### src/rtl/spi_pkg.sv
// Shared definitions for the multi-mode SPI master.
//   spiState_t : transfer sequencer states (IDLE, SETUP, XFER, HOLD)
//   DEF_*      : default widths used by the top-level parameters
//   MODEn      : SPI mode encodings as {cpol, cpha}
//   csWidth()  : chip-select index width, never narrower than one bit
package spi_pkg;

   typedef enum logic [1:0] {
      IDLE  = 2'd0,
      SETUP = 2'd1,
      XFER  = 2'd2,
      HOLD  = 2'd3
   } spiState_t;

   localparam int DEF_DATA_W = 8;
   localparam int DEF_NUM_CS = 4;
   localparam int DEF_DIV_W  = 8;

   localparam logic [1:0] MODE0 = 2'b00;
   localparam logic [1:0] MODE1 = 2'b01;
   localparam logic [1:0] MODE2 = 2'b10;
   localparam logic [1:0] MODE3 = 2'b11;

   function automatic int csWidth(input int numCs);
      return (numCs > 1) ? $clog2(numCs) : 1;
   endfunction

endpackage

### src/rtl/spi_clk_gen.sv
// Half-period timing for the SPI master.
//   clk_c, reset_r : system clock, asynchronous active-high reset
//   restart        : pulse on transfer acceptance; clears both counters
//   run            : a transfer is in progress (divider counts)
//   edgeEn         : sequencer is in the data phase (SCK edges are counted)
//   div            : latched divider; half-period = div+1 cycles
//   tick           : last cycle of the current half-period
//   oddEdge        : the edge taken on this tick is edge 1, 3, 5, ...
//   lastEdge       : the edge taken on this tick is the final data-phase edge
module spi_clk_gen import spi_pkg::*; #(
   parameter int DIV_W = DEF_DIV_W,
   parameter int EDGES = 2 * DEF_DATA_W,
   localparam int EDGE_W = $clog2(EDGES) + 1
) (
   input  logic             clk_c,
   input  logic             reset_r,
   input  logic             restart,
   input  logic             run,
   input  logic             edgeEn,
   input  logic [DIV_W-1:0] div,
   output logic             tick,
   output logic             oddEdge,
   output logic             lastEdge
);

   logic [DIV_W-1:0]  divCnt;
   logic [EDGE_W-1:0] edgeCnt;   // data-phase edges already taken

   assign tick     = run && (divCnt == div);
   // edgeCnt counts completed edges, so the edge being taken now is edgeCnt+1
   assign oddEdge  = ~edgeCnt[0];
   assign lastEdge = edgeEn && tick && (edgeCnt == EDGE_W'(EDGES - 1));

   always_ff @(posedge clk_c or posedge reset_r) begin
      if (reset_r) begin
         divCnt  <= '0;
         edgeCnt <= '0;
      end else if (restart) begin
         divCnt  <= '0;
         edgeCnt <= '0;
      end else if (run) begin
         divCnt <= tick ? '0 : divCnt + 1'b1;
         // saturate at the terminal count rather than wrapping
         if (edgeEn && tick && (edgeCnt != EDGE_W'(EDGES)))
            edgeCnt <= edgeCnt + 1'b1;
      end
   end

endmodule

### src/rtl/spi_master_multi.sv
// Parametrised SPI master: DATA_W-bit words, all four CPOL/CPHA modes,
// programmable SCK divider, MSB/LSB-first, NUM_CS active-low chip selects.
//   clk_c, reset_r       : system clock, asynchronous active-high reset
//   start_i              : request; accepted when idle and csSel_i < NUM_CS
//   cpol_i/cpha_i        : SPI mode, latched at acceptance
//   lsbFirst_i           : bit order, latched at acceptance
//   clkDiv_i             : SCK half-period = clkDiv_i+1 clk_c cycles
//   csSel_i              : slave index
//   inputData_i          : word to send
//   miso_i / mosi_o      : serial data in / out
//   sck_o                : SPI clock (idles at cpol)
//   cs_n_o               : one-hot-low chip selects
//   busy_o               : transfer in progress
//   transferCompleted_o  : single-cycle completion pulse
//   fullDataFromSlave_o  : last received word, held until next completion
//   state_o              : sequencer state, for observation
//
// Handshake: a request is taken on any clock edge where start_i=1, busy_o=0
// and csSel_i is in range; busy_o is high from the following cycle until the
// cycle carrying transferCompleted_o, where it is already low so a new
// request can be taken on the very next edge.
module spi_master_multi import spi_pkg::*; #(
   parameter int DATA_W = DEF_DATA_W,
   parameter int NUM_CS = DEF_NUM_CS,
   parameter int DIV_W  = DEF_DIV_W,
   localparam int CSW   = csWidth(NUM_CS)
) (
   input  logic              clk_c,
   input  logic              reset_r,
   input  logic              start_i,
   input  logic              cpol_i,
   input  logic              cpha_i,
   input  logic              lsbFirst_i,
   input  logic [DIV_W-1:0]  clkDiv_i,
   input  logic [CSW-1:0]    csSel_i,
   input  logic [DATA_W-1:0] inputData_i,
   input  logic              miso_i,
   output logic              mosi_o,
   output logic              sck_o,
   output logic [NUM_CS-1:0] cs_n_o,
   output logic              busy_o,
   output logic              transferCompleted_o,
   output logic [DATA_W-1:0] fullDataFromSlave_o,
   output spiState_t         state_o
);

   spiState_t         state;
   logic              cpolQ, cphaQ, lsbQ;
   logic [DIV_W-1:0]  divQ;
   logic [DATA_W-1:0] txShift;
   logic [DATA_W-1:0] rxShift;

   logic tick, oddEdge, lastEdge;
   logic accept, csInRange, sampleEdge, driveEdge;

   assign state_o   = state;
   assign csInRange = int'(csSel_i) < NUM_CS;
   assign accept    = (state == IDLE) && start_i && csInRange;

   // Leading-edge sampling for CPHA=0 modes, trailing-edge for CPHA=1.
   always_comb begin
      sampleEdge = oddEdge;
      case ({cpolQ, cphaQ})
         MODE0, MODE2: sampleEdge = oddEdge;
         MODE1, MODE3: sampleEdge = ~oddEdge;
         default:      sampleEdge = oddEdge;
      endcase
   end

   // The final edge never launches a new bit (it is a sample edge for CPHA=1
   // and the closing edge for CPHA=0).
   assign driveEdge = ~sampleEdge && ~lastEdge;

   spi_clk_gen #(
      .DIV_W (DIV_W),
      .EDGES (2 * DATA_W)
   ) clkGen (
      .clk_c    (clk_c),
      .reset_r  (reset_r),
      .restart  (accept),
      .run      (busy_o),
      .edgeEn   (state == XFER),
      .div      (divQ),
      .tick     (tick),
      .oddEdge  (oddEdge),
      .lastEdge (lastEdge)
   );

   always_ff @(posedge clk_c or posedge reset_r) begin
      if (reset_r) begin
         state               <= IDLE;
         cpolQ               <= 1'b0;
         cphaQ               <= 1'b0;
         lsbQ                <= 1'b0;
         divQ                <= '0;
         txShift             <= '0;
         rxShift             <= '0;
         mosi_o              <= 1'b0;
         sck_o               <= 1'b0;
         cs_n_o              <= '1;
         busy_o              <= 1'b0;
         transferCompleted_o <= 1'b0;
         fullDataFromSlave_o <= '0;
      end else begin
         transferCompleted_o <= 1'b0;
         case (state)
            IDLE: begin
               sck_o <= cpol_i;
               if (accept) begin
                  state   <= SETUP;
                  busy_o  <= 1'b1;
                  cs_n_o  <= ~(NUM_CS'(1) << csSel_i);
                  cpolQ   <= cpol_i;
                  cphaQ   <= cpha_i;
                  lsbQ    <= lsbFirst_i;
                  divQ    <= clkDiv_i;
                  rxShift <= '0;
                  txShift <= inputData_i;
                  // CPHA=0 slaves sample on the first edge, so the first bit
                  // must already be on the wire when CS falls.
                  if (!cpha_i) begin
                     mosi_o  <= lsbFirst_i ? inputData_i[0] : inputData_i[DATA_W-1];
                     txShift <= lsbFirst_i ? (inputData_i >> 1) : (inputData_i << 1);
                  end
               end
            end
            SETUP: begin
               if (tick) state <= XFER;
            end
            XFER: begin
               if (tick) begin
                  sck_o <= ~sck_o;
                  if (sampleEdge)
                     rxShift <= lsbQ ? {miso_i, rxShift[DATA_W-1:1]}
                                     : {rxShift[DATA_W-2:0], miso_i};
                  if (driveEdge) begin
                     mosi_o  <= lsbQ ? txShift[0] : txShift[DATA_W-1];
                     txShift <= lsbQ ? (txShift >> 1) : (txShift << 1);
                  end
                  if (lastEdge) state <= HOLD;
               end
            end
            HOLD: begin
               if (tick) begin
                  state               <= IDLE;
                  busy_o              <= 1'b0;
                  cs_n_o              <= '1;
                  transferCompleted_o <= 1'b1;
                  fullDataFromSlave_o <= rxShift;
               end
            end
            default: state <= IDLE;
         endcase
      end
   end

endmodule
### config.mk
export PLATFORM = sky130hd
export DESIGN_NAME = spi_master_multi
export DESIGN_NICKNAME = d
export VERILOG_FILES = /design/src/rtl/spi_pkg.sv /design/src/rtl/spi_clk_gen.sv /design/src/rtl/spi_master_multi.sv
export SDC_FILE = /design/constraint.sdc
export NUM_CORES = 1
export LEC_CHECK = 0
export CAP_MARGIN = 20
export CORE_ASPECT_RATIO = 0.5
export CORE_UTILIZATION = 45
export CTS_CLUSTER_SIZE = 30
export DETAILED_ROUTE_END_ITERATION = 7
export PLACE_DENSITY = 0.67
export SLEW_MARGIN = 40
export SYNTH_ARGS = -nofsm -noshare
export SYNTH_HDL_FRONTEND = slang
export SYNTH_SLANG_ARGS = --single-unit
### constraint.sdc
create_clock -name clk_c -period 5.7 [get_ports clk_c]
set_input_delay 1.71 -clock clk_c [delete_from_list [all_inputs] [get_ports clk_c]]
set_output_delay 1.71 -clock clk_c [all_outputs]
set_load 0.01 [all_outputs]
* Yosys cells after proc, flatten, opt, wreduce, memory -nomap -nowiden
Cells that the tools add are included.
** Word-level totals
- Flip-flop bits (word level) :: 58
- Output and inout port bits :: 18
- Word-level logic and storage cells :: 105
** Operators by class
- Add/subtract/negate cells :: 2
- Equality and inequality tests :: 17
- Shift-type cells :: 1
- Muxes and demuxes :: 42
- Bitwise operators :: 5
- Reduce and logical (&&, ||, !) cells :: 23
** Operator list (count)
- $mux 8 :: 13
- $pmux 8 s2 :: 2
- $mux 5 :: 3
- $ne 2x2->1 const B :: 6
- $mux 1 :: 11
- $mux 2 :: 5
- $reduce_and 5->1 :: 2
- $add 8x1->8 const B :: 1
- $eq 2x2->1 const B :: 4
- $eq 8x8->1 :: 1
- $mux 4 :: 2
- $pmux 1 s2 :: 4
- $pmux 2 s4 :: 1
- $pmux 4 s2 :: 1
- $reduce_and 2->1 :: 4
- $reduce_and 4->1 :: 2
- $reduce_bool 2->1 :: 4
- $logic_and 1x1->1 :: 6
- $add 5x1->5 const B :: 1
- $eq 5x4->1 const B :: 1
- $ne 5x5->1 const B :: 1
- $eq 2x1->1 const B :: 2
- $logic_not 2->1 :: 2
- $ne 2x1->1 const B :: 2
- 5 further kinds :: 9

* Depth between registers and ports, before layout
- Depth after elaboration :: 9
- Gate-level depth with buffers :: 9
- Depth with buffers taken out :: 7

* Cells and area by module
Synthesis repeated with hierarchy kept, for this count alone.
** Second synthesis, totals
- Cells, all modules :: 272
- Area total of the unflattened synthesis :: 3144.3 um^2
** Modules (own cells, without submodules)
- spi_master_multi :: times used 1, cells an instance 190, area each 2323.5 um^2, sequential area each 1106.1 um^2
- spi_clk_gen :: times used 1, cells an instance 82, area each 820.8 um^2, sequential area each 325.3 um^2

* Worst setup path before layout
No wires, ideal clock.
- Path type :: input-to-reg
- Start point :: in lsbFirst_i
- End point :: reg txShift[1]
- Setup time :: 125 ps
- Arrival :: 2824 ps
- Required time :: 5575 ps
- Path slack :: 2751 ps
- Cell stages on the path :: 6
- Path through :: clkbuf_1 > mux2i_1 > nor2_1 > a211oi_1 > a21oi_1 > mux2_2
** On the way
- Longest elaborated chain between the ends :: 4
** RTL lines
- start: declaration :: RTL line spi_master_multi.sv:33 : input logic lsbFirst_i,
- $mux 8 :: RTL line spi_master_multi.sv:123 : txShift <= lsbFirst_i ? (inputData_i >> 1) : (inputData_i << 1);
- $mux 8 :: RTL line spi_master_multi.sv:121 : if (!cpha_i) begin
- $mux 8 :: RTL line spi_master_multi.sv:109 : if (accept) begin
- $pmux 8 s2 :: RTL line spi_master_multi.sv:106 : case (state)
- end signal: assignment :: RTL line spi_master_multi.sv:118 : txShift <= inputData_i;
- end signal: assignment :: RTL line spi_master_multi.sv:123
- end signal: assignment :: RTL line spi_master_multi.sv:138 : txShift <= lsbQ ? (txShift >> 1) : (txShift << 1);
- end: declaration :: RTL line spi_master_multi.sv:50 : logic [DATA_W-1:0] txShift;
No other way between the ends. The select of a mux whose other input is x is not followed.
A chain may end at the register's enable or synchronous reset.

* Worst setup path after layout
- Start point :: in start_i
- End point :: reg txShift[5]
** On the way
- Longest elaborated chain between the ends :: 3
** RTL lines
- start: declaration :: RTL line spi_master_multi.sv:30 : input logic start_i,
- $logic_and 1x1->1 :: RTL line spi_master_multi.sv:58 : assign accept = (state == IDLE) && start_i && csInRange;
- $ne 2x2->1 (no source line)
- $reduce_and 4->1 (no source line)
No other way between the ends.

==> run metrics <==
status finished, final reports clean; sequential cell area 1430 um^2; Rows 21; routed via count 2362; number of optimization iterations in the first detailed-route pass 4; Detailed Route Iter0 Violations 105; fill cell total of the finished layout 552; number of levels the H-tree was split into 3; DR DRC count 0; top-level port count 43; clock tree root buffer cell sky130_fd_sc_hd__clkbuf_16; vias in the first global route 2365; critical path type primary input to flip-flop; maximum operating frequency 0.293 GHz; clock buffer count from CTS 9; initial core utilization 0.475; number of nets in the final layout 382; synthesized instance count 310; input/output buffers 42; max-slew violation count 0; routed length per placed instance 14.7 um; nature of the critical path endpoint flip-flop; largest area contributor in the netlist sky130_fd_sc_hd__dfrtp_1; aggregate negative setup slack 0 ns; average instance area after synthesis 10.4 um^2; VDD IR-drop max 0.277 mV; Die X-Extent 122 um; remaining antenna violation count 0; sequential fraction of the synthesis area 0.442; antenna violations before repair 0; post-DR vias/cell 5.30; total inserted antenna cells 0; PwrDens 525 nW/um^2; placeable core region 6810 um^2; Fin. Hold Viols 0; Critical Path Fanout Max 8; Distinct cells, synth 51; placed wire-length estimate after detailed placement 4680 um; largest cells by area after synthesis sky130_fd_sc_hd__dfrtp_1 (41%), sky130_fd_sc_hd__mux2_2 (7.7%), sky130_fd_sc_hd__mux2i_1 (6.2%); CTS Hold Buffers Added 0; worst slack on hold paths 0.502 ns; number of sinks handled by clock tree synthesis 57; unrepaired setup endpoints after global routing no; critical path data arrival time 3.61 ns; placed cell areas 3720 um^2; startpoint types primary input; mapped cell area 3240 um^2; post-CTS clock slew at the launch and capture registers of the worst setup and hold paths 0.05 ns; buffer count from post-CTS setup fixing 0; proportion of netlist area held by the largest area contributor 0.410; final wirelength 6570 um; leakage power of the design 0.00175 uW; non-filler cells in the finished layout 446; die area 7550 um^2; remaining global-route overflow 0; buffer levels on the longest clock path 2; post-route standard cell area excluding fillers 4070 um^2; Placed Instances 430; synthesized netlist net count 343; top cell types by occurrence after synthesis sky130_fd_sc_hd__dfrtp_1 (53), sky130_fd_sc_hd__nand2_1 (46), sky130_fd_sc_hd__mux2_2 (22), sky130_fd_sc_hd__mux2i_1 (20), sky130_fd_sc_hd__nor2_1 (20); main flop type after synthesis sky130_fd_sc_hd__dfrtp_1; insertion delay to the later sink of the worst-skew pair 0.33 ns; layout cells sized above 1 0.184; final count of negative-setup-slack endpoints 0; CTS tree done; tightest slew margin relative to the limit 0.518; library cell with the highest instance count after synthesis sky130_fd_sc_hd__dfrtp_1; RePlAce Congestion 0.758; total of max-cap violations 0; fraction of registers with async set/reset 1.00; number of synthesized flops with an enable pin 0; synth-to-layout area growth 25.7%; maximum number of pins on one net before global-route repair 35; CTS resizes 0; endpoint required time on the critical path 5.90 ns; count of yosys warnings during synthesis 0; Final Cycle Share 0.599; clock period minus worst slack 3.41 ns; height of the die 62.0 um; worst clock skew 0.00503 ns; area occupied by multi-input gates 1710 um^2; worst hold path class flip-flop to flip-flop; overall track demand over capacity in global routing 0.202; first-pass GRT wire length 11400 um; flip-flop and latch count after synthesis 57; worst slew pin tran 0.719 ns
==> area by class of cell <==
type                            instances  share of cell area
Sequential cell                        57               0.352
Timing Repair Buffer                   43               0.105
Clock inverter                          6              0.0258
Clock buffer                           10              0.0588
Inverter                               11              0.0102
Tap cell                               92              0.0283
Multi-Input combinational cell        227               0.420
==> report_power, final <==
| part | internal [uW] | switching (uW) | total [uW] |
|---|---|---|---|
| logic | 390 | 420 | 809 |
| clock network | 436 | 183 | 619 |
| registers | 540 | 166 | 706 |
==> per-stage QoR <==
stage,setup WS [ns],power [uW],util
after floorplan,2.60,1300,-
after CTS,2.31,2150,0.597
final,2.29,2130,0.598
after global placement,2.03,1490,0.546
after global routing,2.08,2280,0.598
after detailed placement,1.97,1520,0.547
==> worst max-delay path, stage by stage <==
cell and delay, ns:
sky130_fd_sc_hd__clkdlybuf4s50_1 0.53, sky130_fd_sc_hd__mux2_2 0.27, sky130_fd_sc_hd__nand3b_1 0.10, sky130_fd_sc_hd__nor4_1 0.26
sky130_fd_sc_hd__or2_1 0.37, sky130_fd_sc_hd__mux2_2 0.39
==> flip-flops by register name, indices dropped and copies added, names as in the netlist, 2 cells and up <==
signal               count
fullDataFromSlave_o      8
cs_n_o                   4
txShift                  8
rxShift                  8
divQ                     8
clkGen.divCnt            8
state_o                  2
clkGen.edgeCnt           5
==> cells in the final DEF (no fill, tap or decap), types with 3 or more instances in the layout <==
cell type	n
sky130_fd_sc_hd__nand2b_1	3
sky130_fd_sc_hd__o211ai_1	3
sky130_fd_sc_hd__o2bb2ai_1	4
sky130_fd_sc_hd__o21ai_0	5
sky130_fd_sc_hd__nor2_1	20
sky130_fd_sc_hd__inv_1	10
sky130_fd_sc_hd__nor3_1	4
sky130_fd_sc_hd__bufinv_16	3
sky130_fd_sc_hd__xnor2_2	5
sky130_fd_sc_hd__mux2_2	22
sky130_fd_sc_hd__and3_1	3
sky130_fd_sc_hd__nand2_1	46
sky130_fd_sc_hd__nand4_1	6
sky130_fd_sc_hd__ha_1	7
sky130_fd_sc_hd__a21oi_1	14
sky130_fd_sc_hd__a32o_1	3
sky130_fd_sc_hd__xnor2_1	4
sky130_fd_sc_hd__clkinv_2	3
sky130_fd_sc_hd__dfstp_2	4
sky130_fd_sc_hd__a211oi_1	9
sky130_fd_sc_hd__nand3_1	4
sky130_fd_sc_hd__xor2_1	4
sky130_fd_sc_hd__a32oi_1	4
sky130_fd_sc_hd__mux2i_1	20
sky130_fd_sc_hd__clkbuf_16	9
sky130_fd_sc_hd__dfrtp_1	52
sky130_fd_sc_hd__clkdlybuf4s50_1	42
sky130_fd_sc_hd__nor2b_1	3
==> layer usage <==
layer | vias up | routed length, um | GRT usage
met1 | 1129 | 3320 | 0.258
li1 | 1193 | - | -
met3 | 5 | 222 | 0.0648
met4 | 0 | 64 | 0.0741
met5 | - | 0 | 0
met2 | 35 | 2960 | 0.329
==> final timing paths <==
kind | slack, ns | from | depth (start not counted) | endpoint
min in group asynchronous | 1.82 | reset_r | 2 | mosi_o
worst max-delay path | 2.29 | start_i | 6 | txShift[5]
worst min-delay path | 0.50 | cphaQ | 2 | cphaQ
worst max register to register | 3.01 | state_o[0] | 7 | txShift[5]
max in group asynchronous | 3.12 | reset_r | 3 | fullDataFromSlave_o[2]
worst min register to register | 0.50 | cphaQ | 2 | cphaQ
==> kinds of logic after synthesis <==
group | Yosys count | share of synthesized area
AOI/OAI and AO/OA | 52 | 0.113
DFF | 57 | 0.442
and+or+nand+nor | 110 | 0.181
xor gates and xnor gates | 15 | 0.0638
adders and majority gates | 8 | 0.0309
buffers and inverters | 26 | 0.0313
muxes | 42 | 0.138
No activity file was read; power rests on OpenSTA's default activity.
